$ cat config.mk
export PLATFORM = sky130hd
export DESIGN_NAME = seq_minterm_detector_flat
export DESIGN_NICKNAME = d
export VERILOG_FILES = /design/src/rtl/seq_minterm_detector_if.sv /design/src/rtl/seq_minterm_detector.sv /design/src/flat_wrapper.sv
export SDC_FILE = /design/constraint.sdc
export NUM_CORES = 1
export LEC_CHECK = 0
export ABC_AREA = 1
export CORE_MARGIN = 10
export CORE_UTILIZATION = 60
export DETAILED_ROUTE_END_ITERATION = 8
export DONT_BUFFER_PORTS = 1
export GPL_ROUTABILITY_DRIVEN = 0
export PLACE_DENSITY = 0.81
export SLEW_MARGIN = 20
export SYNTH_ARGS = -nofsm -noshare
export SYNTH_HDL_FRONTEND = slang
export SYNTH_SLANG_ARGS = --single-unit
$ cat constraint.sdc
create_clock -name i_clk -period 1.26 [get_ports i_clk]
set_input_delay 0.126 -clock i_clk [delete_from_list [all_inputs] [get_ports i_clk]]
set_output_delay 0.126 -clock i_clk [all_outputs]
set_load 0.02 [all_outputs]
$ cat src/rtl/seq_minterm_detector_if.sv
// seq_minterm_detector_if: serial-data, table-programming and result signals
// of the minterm detector. Master drives the i_* side, slave (the detector)
// drives the o_* side.
interface seq_minterm_detector_if #(
  parameter int WIDTH = 4,
  parameter int CNT_W = 8
);
  logic             i_din;
  logic             i_din_valid;
  logic             i_flush;
  logic             i_tbl_wr;
  logic [WIDTH-1:0] i_tbl_addr;
  logic             i_tbl_data;
  logic             i_cnt_clr;
  logic [WIDTH-1:0] o_window;
  logic             o_armed;
  logic             o_match;
  logic [CNT_W-1:0] o_match_cnt;

  modport master (
    output i_din, i_din_valid, i_flush, i_tbl_wr, i_tbl_addr, i_tbl_data, i_cnt_clr,
    input  o_window, o_armed, o_match, o_match_cnt
  );

  modport slave (
    input  i_din, i_din_valid, i_flush, i_tbl_wr, i_tbl_addr, i_tbl_data, i_cnt_clr,
    output o_window, o_armed, o_match, o_match_cnt
  );
endinterface

$ cat src/rtl/seq_minterm_detector.sv
// seq_minterm_detector: shifts serial bits into a WIDTH-bit window and flags a
// registered one-cycle match whenever the new window value selects a set entry
// of a writable 2^WIDTH-entry truth table. Matching only starts once the window
// has been completely filled since reset or flush.
//
// Optional feature: define SEQ_MINTERM_DETECTOR_CNT_EN to build the saturating
// match counter; without it o_match_cnt is tied to 0 and i_cnt_clr is unused.
//
// state  | meaning
// S_FILL | fewer than WIDTH valid bits since reset/flush, o_armed=0
// S_RUN  | window fully populated, lookups may raise o_match, o_armed=1
module seq_minterm_detector #(
  parameter int                      WIDTH    = 4,
  parameter logic [(1<<WIDTH)-1:0]   INIT_TBL = 16'h68A4,
  parameter int                      CNT_W    = 8
) (
  input logic                  i_clk,
  input logic                  i_rst,
  seq_minterm_detector_if.slave ifc
);
  localparam int                DEPTH     = 1 << WIDTH;
  localparam int                FC_W      = $clog2(WIDTH + 1);
  localparam logic [FC_W-1:0]   LAST_FILL = FC_W'(WIDTH - 1);

  typedef enum logic {
    S_FILL = 1'b0,
    S_RUN  = 1'b1
  } state_t;

  state_t           r_state;
  logic [WIDTH-1:0] r_window;
  logic [FC_W-1:0]  r_fill_cnt;
  logic [DEPTH-1:0] r_tbl;
  logic             r_armed;
  logic             r_match;

  logic [WIDTH-1:0] w_next_window;
  logic             w_fill_done;
  logic             w_detect;

  // The lookup reads the table register before this edge's write lands, so a
  // write to the entry being looked up only affects later bits.
  assign w_next_window = {r_window[WIDTH-2:0], ifc.i_din};
  assign w_fill_done   = (r_state == S_RUN) || (r_fill_cnt == LAST_FILL);
  assign w_detect      = ifc.i_din_valid && !ifc.i_flush && w_fill_done &&
                         r_tbl[w_next_window];

  // Truth table: reset to INIT_TBL, single-entry writes; flush leaves it alone.
  always_ff @(posedge i_clk) begin
    if (i_rst) begin
      r_tbl <= INIT_TBL;
    end else if (ifc.i_tbl_wr) begin
      r_tbl[ifc.i_tbl_addr] <= ifc.i_tbl_data;
    end
  end

  // Fill/run sequencing, window shift and registered match/armed outputs.
  always_ff @(posedge i_clk) begin
    if (i_rst) begin
      r_state    <= S_FILL;
      r_window   <= '0;
      r_fill_cnt <= '0;
      r_armed    <= 1'b0;
      r_match    <= 1'b0;
    end else begin
      r_match <= w_detect;
      if (ifc.i_flush) begin
        r_state    <= S_FILL;
        r_window   <= '0;
        r_fill_cnt <= '0;
        r_armed    <= 1'b0;
      end else if (ifc.i_din_valid) begin
        r_window <= w_next_window;
        if (r_state == S_FILL) begin
          r_fill_cnt <= r_fill_cnt + FC_W'(1);
          if (r_fill_cnt == LAST_FILL) begin
            r_state <= S_RUN;
            r_armed <= 1'b1;
          end
        end
      end
    end
  end

  assign ifc.o_window = r_window;
  assign ifc.o_armed  = r_armed;
  assign ifc.o_match  = r_match;

`ifdef SEQ_MINTERM_DETECTOR_CNT_EN
  logic [CNT_W-1:0] r_match_cnt;

  // Counts on the same edge that raises o_match; clear beats increment and
  // the count sticks at all-ones.
  always_ff @(posedge i_clk) begin
    if (i_rst) begin
      r_match_cnt <= '0;
    end else if (ifc.i_cnt_clr) begin
      r_match_cnt <= '0;
    end else if (w_detect && (r_match_cnt != '1)) begin
      r_match_cnt <= r_match_cnt + CNT_W'(1);
    end
  end

  assign ifc.o_match_cnt = r_match_cnt;
`else
  logic w_unused_cnt_clr;
  assign w_unused_cnt_clr = ifc.i_cnt_clr;
  assign ifc.o_match_cnt  = CNT_W'(0);
`endif
endmodule

$ cat src/flat_wrapper.sv
// flat-port wrapper written by rule: the top's interface ports become plain ports
module seq_minterm_detector_flat 
#(
  parameter int                      WIDTH    = 4,
  parameter logic [(1<<WIDTH)-1:0]   INIT_TBL = 16'h68A4,
  parameter int                      CNT_W    = 8
)
  (i_clk, i_rst, ifc_i_din, ifc_i_din_valid, ifc_i_flush, ifc_i_tbl_wr, ifc_i_tbl_addr, ifc_i_tbl_data, ifc_i_cnt_clr, ifc_o_window, ifc_o_armed, ifc_o_match, ifc_o_match_cnt);
  seq_minterm_detector_if #(.WIDTH(WIDTH), .CNT_W(CNT_W)) ifc_i ();
  input logic i_clk;
  input logic i_rst;
  input wire logic [$bits(ifc_i.i_din)-1:0] ifc_i_din;
  input wire logic [$bits(ifc_i.i_din_valid)-1:0] ifc_i_din_valid;
  input wire logic [$bits(ifc_i.i_flush)-1:0] ifc_i_flush;
  input wire logic [$bits(ifc_i.i_tbl_wr)-1:0] ifc_i_tbl_wr;
  input wire logic [$bits(ifc_i.i_tbl_addr)-1:0] ifc_i_tbl_addr;
  input wire logic [$bits(ifc_i.i_tbl_data)-1:0] ifc_i_tbl_data;
  input wire logic [$bits(ifc_i.i_cnt_clr)-1:0] ifc_i_cnt_clr;
  output wire logic [$bits(ifc_i.o_window)-1:0] ifc_o_window;
  output wire logic [$bits(ifc_i.o_armed)-1:0] ifc_o_armed;
  output wire logic [$bits(ifc_i.o_match)-1:0] ifc_o_match;
  output wire logic [$bits(ifc_i.o_match_cnt)-1:0] ifc_o_match_cnt;
  assign ifc_i.i_din = ifc_i_din;
  assign ifc_i.i_din_valid = ifc_i_din_valid;
  assign ifc_i.i_flush = ifc_i_flush;
  assign ifc_i.i_tbl_wr = ifc_i_tbl_wr;
  assign ifc_i.i_tbl_addr = ifc_i_tbl_addr;
  assign ifc_i.i_tbl_data = ifc_i_tbl_data;
  assign ifc_i.i_cnt_clr = ifc_i_cnt_clr;
  assign ifc_o_window = ifc_i.o_window;
  assign ifc_o_armed = ifc_i.o_armed;
  assign ifc_o_match = ifc_i.o_match;
  assign ifc_o_match_cnt = ifc_i.o_match_cnt;
  seq_minterm_detector #(.WIDTH(WIDTH), .INIT_TBL(INIT_TBL), .CNT_W(CNT_W)) u_core (.i_clk(i_clk), .i_rst(i_rst), .ifc(ifc_i));
endmodule
==> impl_summary.md, run 1 <==
CTS
Counting along the longest clock path gives a buffer depth of 2. In this run the number of H-tree levels came out at 1. The master cell of the clock root buffer is sky130_fd_sc_hd__clkbuf_4.

The number of buffers inserted during clock tree synthesis is 3. After clock tree synthesis, the clock-pin slew on the worst setup and hold paths is 0.13 ns. Clock latency on the worst-skew pair, taken at its later pin, is 0.31 ns. The CTS tree is yes. The clock drives 26 sinks.

Synthesis
The synthesized design contains 26 register bits. Of the synthesized area, sequential elements account for 0.3969. Counting instances in the post-synthesis netlist gives the leading cell types as 31 x sky130_fd_sc_hd__inv_1, 26 x sky130_fd_sc_hd__dfxtp_1, 26 x sky130_fd_sc_hd__nand2_1. After synthesis, the cell types taking the most area are sky130_fd_sc_hd__dfxtp_1 40%, sky130_fd_sc_hd__inv_1 8.9%, sky130_fd_sc_hd__nand3_1 8.4%, sky130_fd_sc_hd__o21ai_0 8.4%, sky130_fd_sc_hd__a21oi_1 8.0%. In this run the mean area of a mapped cell was 6.938 um^2.

The number of instances in the synthesized netlist is 189. The top cell type's share of synthesized area is 0.3969. In the synthesized netlist the async set-or-reset flop fraction comes to 0.

The most area-hungry cell type in the Yosys netlist is sky130_fd_sc_hd__dfxtp_1. The total standard cell area after synthesis is 1311 um^2. The total number of yosys warnings is 0. The post-synthesis cell type count is 19. The most used standard cell by instance count after synthesis is sky130_fd_sc_hd__inv_1. The synthesized design contains 0 enable-type register cells. The most used flip-flop cell after synthesis is sky130_fd_sc_hd__dfxtp_1.

Setup path
The data required time of the worst path is 1.52 ns. The type of the worst setup path is input port to flip-flop. The setup slack of the worst register-to-register path is 0.09 ns. Data arrives at the worst endpoint at 1.43 ns. The worst setup path is launched from an input port.

The peak fanout along the critical path is 4. The cell count of the worst reg-to-reg path is 3. The type of destination of the critical path is a flip-flop.

Floorplan
The vertical die dimension is 66.75 um. The initial utilization of the core area, before any placement, comes to 0.6485. The area enclosed by the die boundary is 4456 um^2. The total area inside the core boundary comes to 2022 um^2.

The die is 66.75 um wide. The number of primary I/O pins is 26. The number of rows in the core area is 16.

Global route
The largest net degree at the start of global routing is 16. The global-route wire length before repair is 5271 um. The number of antenna violations at the first check in global routing is 0. The via count of the first global-routing pass is 1179. In the global route stage, overall resource usage came out at 0.1464. The aggregate global routing overflow is 0.

Detailed routing
Dividing the detail-routed via count by the number of cells gives 5.511. The number of remaining DRC errors is 0. The wire length after detailed routing is 3056 um.

The number of iterations in the first detailed-routing pass is 4. The average wire per cell in the routed design is 13.46 um. The detailed-route via count is 1251.

The number of routed nets with antenna violations is 0. The DRC marker count from the first detailed-route iteration is 70.

Final layout
In the final layout, the share of cells above drive strength 1 is 0.08000. 0 antenna diodes ended up in the layout. The multi-input logic area is 603.1 um^2. The number of nets in the final layout is 215. The synthesis-to-finish area growth is 11.35%. In the final layout, flip-flops and latches occupy 521.8 um^2.

The number of fillers in the final layout is 169.

STA
Dividing the final minimum period by the clock period gives 0.9275. The worst clock skew is 0.005071 ns. Setup violations remaining at the end of the flow were counted as 0. Setup repair after global routing left no endpoint under its margin. Hold timing on the final database bottoms out at a slack of 0.004390 ns. The maximum achievable frequency is 855.7 MHz. The final count of hold timing violations is 0. The smallest clock period supported by the final layout is computed as 1.169 ns. The sum of negative setup slack is 0 ns. The number of pins with negative max-slew slack in the final report came to 0.

Power and ir drop
Across the VDD grid, the largest voltage drop is 765.3 uV. Summed over all cells, the static leakage comes to 0.0006524 uW. For this design the ratio of total power to cell area is 1099 nW/um^2.

Job
The tool flagged a number of max-cap violations equal to 0.

Worst hold path
In this run the worst hold path is classified as input port to flip-flop. The count of cells along the worst hold path is 2.

Run status
The run finished with clean final reports.

Place
The count of input and output buffers is 0. The post-DP HPWL is 2228 um.
[report_power, final]
part           total [uW]  switching (uW)  internal, uW
clock                 559             237           321
sequential            855            13.0           842
combinational         191             125          65.5
[metrics by stage]
step / total power, uW / setup slack (ns) / std cells / instance area [um^2] / utilization
final: 1604 / 0.09132 / 227 / 1460 / 0.7222
after global routing: 1687 / 0.02103 / 227 / 1460 / 0.7222
after CTS: 1613 / 0.03745 / 227 / 1454 / 0.7191
after detailed placement: 1025 / 0.1401 / 213 / 1301 / 0.6436
after global placement: 1017 / 0.1686 / 213 / 1301 / 0.6436
after floorplan: 1031 / 0.1695 / 196 / 1338 / -
[cell type report]
| type | instances | share of cell area |
|---|---|---|
| Multi-Input combinational cell | 124 | 0.4130 |
| Sequential cell | 26 | 0.3573 |
| Timing Repair Buffer | 13 | 0.08569 |
| Inverter | 33 | 0.08483 |
| Tap cell | 27 | 0.02314 |
| Clock inverter | 1 | 0.02057 |
| Clock buffer | 3 | 0.01542 |
[flip-flops by register name, indices dropped and copies added (netlist names)]
| signal | cells |
|---|---|
| u_core.r_state | 1 |
| u_core.ifc.o_match | 1 |
| u_core.ifc.o_window | 4 |
| u_core.ifc.o_armed | 1 |
| u_core.r_fill_cnt | 3 |
| u_core.r_tbl | 16 |
[path summary, 6_finish.rpt]
| kind | endpoint | startpoint |
|---|---|---|
| worst max register to register | u_core.r_tbl[6] | u_core.r_tbl[6] |
| worst min-delay path | u_core.r_tbl[10] | ifc_i_tbl_data |
| worst min register to register | u_core.r_tbl[10] | u_core.r_tbl[10] |
| worst max-delay path | u_core.r_tbl[6] | i_rst |
[cell families (layout without fill, tap and decap cells)]
| family | Yosys count | in the layout | synth area share |
|---|---|---|---|
| other | 1 | 8 | 0.002860 |
| flip-flops | 26 | 26 | 0.3969 |
| adder cells (fa/ha/maj) | 2 | 2 | 0.01908 |
| AO/OA/AOI/OAI | 45 | 45 | 0.1794 |
| buffers and inverters | 46 | 50 | 0.1651 |
| AND/OR/NAND/NOR | 69 | 69 | 0.2366 |
[cell usage in the layout, fill, tap and decap left out, drive strengths merged]
master	instances
conb	8
nor3	1
o31ai	2
nand2	27
buf	3
dlymetal6s4s	1
inv	33
nor2	14
a21oi	21
ha	2
o21ai	22
nand3	22
nand4	4
bufinv	1
dfxtp	26
nor4	1
clkbuf	3
dlygate4sd3	9
[worst max-delay path, cell delays in order]
cell,delay (ns)
sky130_fd_sc_hd__dlygate4sd3_1,0.60
sky130_fd_sc_hd__a21oi_1,0.14
sky130_fd_sc_hd__dlygate4sd3_1,0.56
[per-layer routing]
metal  vias up  track usage  wire length, um
met5         -            0                0
met2        57       0.2299             1405
met1       570       0.1864             1269
met4         0      0.05236               18
li1        622            -                -
met3         2      0.03846              363
[repair_timing]
item	CTS	global route
endpoints found under the setup margin	0	5
resized for setup	0	3
hold buffers	10	0
buffers inserted	0	0
hold endpoints to repair	17	0
Note: power is estimated with default switching activity, not from simulation.
==> run 2, diff against run 1 <==
--- a/config.mk
+++ b/config.mk
@@ -6,12 +6,13 @@
 export NUM_CORES = 1
 export LEC_CHECK = 0
 export ABC_AREA = 1
+export CORE_ASPECT_RATIO = 1.75
 export CORE_MARGIN = 10
-export CORE_UTILIZATION = 60
+export CORE_UTILIZATION = 55
 export DETAILED_ROUTE_END_ITERATION = 8
 export DONT_BUFFER_PORTS = 1
 export GPL_ROUTABILITY_DRIVEN = 0
-export PLACE_DENSITY = 0.81
+export PLACE_DENSITY = 0.78
 export SLEW_MARGIN = 20
 export SYNTH_ARGS = -nofsm -noshare
 export SYNTH_HDL_FRONTEND = slang
==> constraint.sdc (replaced) <==
create_clock -name i_clk -period 1 [get_ports i_clk]
set_input_delay 0.1 -clock i_clk [delete_from_list [all_inputs] [get_ports i_clk]]
set_output_delay 0.1 -clock i_clk [all_outputs]
set_load 0.02 [all_outputs]
==> run 2 against run 1 <==
Non-clock buffer count grew 2; final area grew 2.9%; sequential share of layout area shrank 0.76 points; critical path depth grew 3; global-route usage shrank 0.29 points; power grew 25%; first-iteration DRC count shrank 43%; critical endpoint is now u_core.ifc.o_match; largest power group unchanged; highest routed layer unchanged.
==> impl_summary.md, run 2 (synthesis results as in run 1) <==
Global route
The number of antenna violations at the first check in global routing is 0 (unchanged). The largest net degree at the start of global routing came to 15 (-1). The global-route wire length before repair is 5692 um (+8.0%). The overall global routing resource usage is 0.1436 (-0.002866). The via count of the first global-routing pass is 1311 (+11%). The aggregate global routing overflow came to 0 (unchanged).

Job
The max-cap check violation count was 0 (unchanged).

Setup path
STA classifies the critical path startpoint as a flip-flop. The largest individual stage delay along the critical path comes from the cell sky130_fd_sc_hd__dfxtp_2. The delay of the slowest cell on the worst path is 0.34 ns (-0.26 ns). STA classifies the critical path endpoint as a flip-flop. The buffering stage count on the worst path with inverters included was 0 (-2). The dominant delay contributor by cell family on the critical path is flip-flops.

The path length in cells of the critical path was 6 (+3). The worst path arrival time is 1.18 ns (-0.25 ns). The peak fanout along the critical path is 3 (-1). The type of the worst setup path is flip-flop to flip-flop. The data required time of the worst path came to 1.18 ns (-0.34 ns). The signal on the critical path passes through ha_4, ha_4, o21ai_2, nor2_1, nand2_1, nor2_1.

The cell count of the worst reg-to-reg path came to 6 (+3).

Detailed routing
The wire length after detailed routing is 3350 um (+9.6%). The average wire per cell in the routed design is 14.76 um (+9.6%). The number of iterations in the first detailed-routing pass is 5 (+1). The vias per cell is 5.634 (+2.2%). The DRC marker count from the first detailed-route iteration was 40 (-43%). The number of remaining DRC errors is 0 (unchanged). The number of routed nets with antenna violations is 0 (unchanged).

The detailed-route via count is 1279 (+2.2%).

Final layout
The synthesis-to-finish area growth is 14.60%. Counting flops per register, the top entry is u_core.r_tbl. The library cells used most frequently in the layout, excluding fill and tap cells, are 31 x sky130_fd_sc_hd__inv_1, 26 x sky130_fd_sc_hd__nand2_1, 22 x sky130_fd_sc_hd__nand3_1, 22 x sky130_fd_sc_hd__dfxtp_1. The number of flip-flops under the largest register name is 16 (unchanged).

The leading cell type in the layout, fill and taps excluded is sky130_fd_sc_hd__inv_1. The layout cell share with drive strength beyond 1 is 0.1287 (+0.04871). The number of antenna diodes is 0 (unchanged). The number of nets in the final layout is 217 (+0.93%).

Floorplan
The vertical die dimension came to 84.59 um (+27%). The area enclosed by the die boundary is 4814 um^2 (+8.0%). The number of rows in the core area was 23 (+7). The number of primary I/O pins is 26 (unchanged).

The x dimension of the die came to 56.91 um (-15%). The area inside the core boundary was 2273 um^2 (+12%). The starting utilization of the core area is 0.5768 (-0.07174).

STA
The maximum achievable frequency is 1000 MHz. The final critical-path share of the clock period is 0.9998. The final count of hold timing violations is 0 (unchanged). The number of pins with negative max-slew slack in the final report is 0 (unchanged). The final setup slack of the worst path is 0.0002427 ns (-0.09108 ns). The final setup violation count is 0 (unchanged).

Setup repair after global routing could not meet its margin everywhere. The worst clock skew is 0.004620 ns (-0.0004512 ns). The worst hold-check slack is 0.002913 ns (-0.001477 ns).

The post-route minimum period is 0.9998 ns.

Power and ir drop
The areal power density over the cells was 1339 nW/um^2 (+22%). The worst vdd rail ir drop is 1220 uV (+59%). The leakage component of the power is 0.0006566 uW (+0.64%).

Run status
The flow ran to the end, and the final reports show no timing, DRC or antenna violations.

CTS
The number of buffers inserted during clock tree synthesis came to 3 (unchanged). The clock-pin slew of the registers on the worst-case setup and hold paths came to 0.09 ns (-0.04 ns). The master cell of the clock root buffer is sky130_fd_sc_hd__clkbuf_8.

TritonCTS built the clock tree. The total clock sinks was 26 (unchanged). The latest clock arrival within the worst-skew pair is 0.28 ns (-0.03 ns). The number of buffers between clock root and the deepest sink is 2 (unchanged). The maximum level of the CTS H-tree came to 1 (unchanged).

Worst hold path
The count of cells along the worst hold path is 2 (unchanged). The tightest min-delay check is of the input port to flip-flop type.

Place
The count of input and output buffers came to 0 (unchanged). The worst setup timing slack at the placement stage came to -0.05277 ns (-0.1929 ns). The post-DP HPWL was 2518 um (+13%).
-- run 2: cell types whose count changed in the layout (fill, tap and decap cells not counted), moves of 2 or more --
| cell | before | now |
|---|---|---|
| sky130_fd_sc_hd__buf_4 | 3 | 6 |
| sky130_fd_sc_hd__buf_6 | 0 | 2 |
| sky130_fd_sc_hd__clkbuf_4 | 3 | 0 |
| sky130_fd_sc_hd__clkbuf_8 | 0 | 4 |
| sky130_fd_sc_hd__dfxtp_1 | 25 | 22 |
| sky130_fd_sc_hd__dfxtp_2 | 1 | 4 |
| sky130_fd_sc_hd__dlygate4sd3_1 | 9 | 7 |
| sky130_fd_sc_hd__ha_1 | 2 | 0 |
| sky130_fd_sc_hd__ha_4 | 0 | 2 |
-- run 2: timing repair --
action / 4_1_cts / 5_1_grt
gates resized for setup: 6 / 3
setup endpoints to repair: 3 / 4
setup buffers: 0 / 0
hold buffers: 7 / 0
endpoints found under the hold margin: 11 / 0
pin swaps: 1 / 1
-- run 2: area by class of cell --
cell class	instances	area (um^2)
Fill cell	201	770.7
Inverter	33	123.9
Timing Repair Buffer	15	137.6
Sequential cell	26	525.5
Clock buffer	4	55.05
Multi-Input combinational cell	124	629.4
Tap cell	25	31.28
-- run 2: power by group --
part	switching (uW)	internal, uW
clock network	336	353
logic	160	89.2
registers	14.0	1060
total	510	1500
-- run 2: per-stage QoR --
stage	total power, uW	setup TNS [ns]	util	std cells	area (um^2)
after CTS	2015	-0.005235	0.6571	227	1494
after global routing	2091	-0.1361	0.6610	227	1503
after detailed placement	1305	-0.06921	0.5894	216	1340
after global placement	1294	-0.02816	0.5894	216	1340
after floorplan	1300	0	-	196	1341
final	2013	0	0.6610	227	1503
-- run 2: path summary, 6_finish.rpt --
path	startpoint	end	slack, ns
worst min register to register	u_core.r_tbl[10]	u_core.r_tbl[10]	0.46
worst max-delay path	u_core.r_fill_cnt[0]	u_core.ifc.o_match	0.0002
worst min-delay path	ifc_i_tbl_data	u_core.r_tbl[6]	0.003
worst max register to register	u_core.r_fill_cnt[0]	u_core.ifc.o_match	0.0002
-- run 2: worst reg2reg max path: cells and delay by family (launching register included) --
| family | cells | cell delay [ns] |
|---|---|---|
| AOI/OAI and AO/OA | 1 | 0.10 |
| DFF | 1 | 0.34 |
| and+or+nand+nor | 3 | 0.14 |
| adders and majority gates | 2 | 0.32 |
-- run 2: per-layer routing --
layer,track usage,share of wire,vias up
li1,-,-,623
met1,0.1246,0.33,590
met2,0.2626,0.57,50
met3,0.03620,0.042,16
met4,0.1137,0.059,0
met5,0,0,-
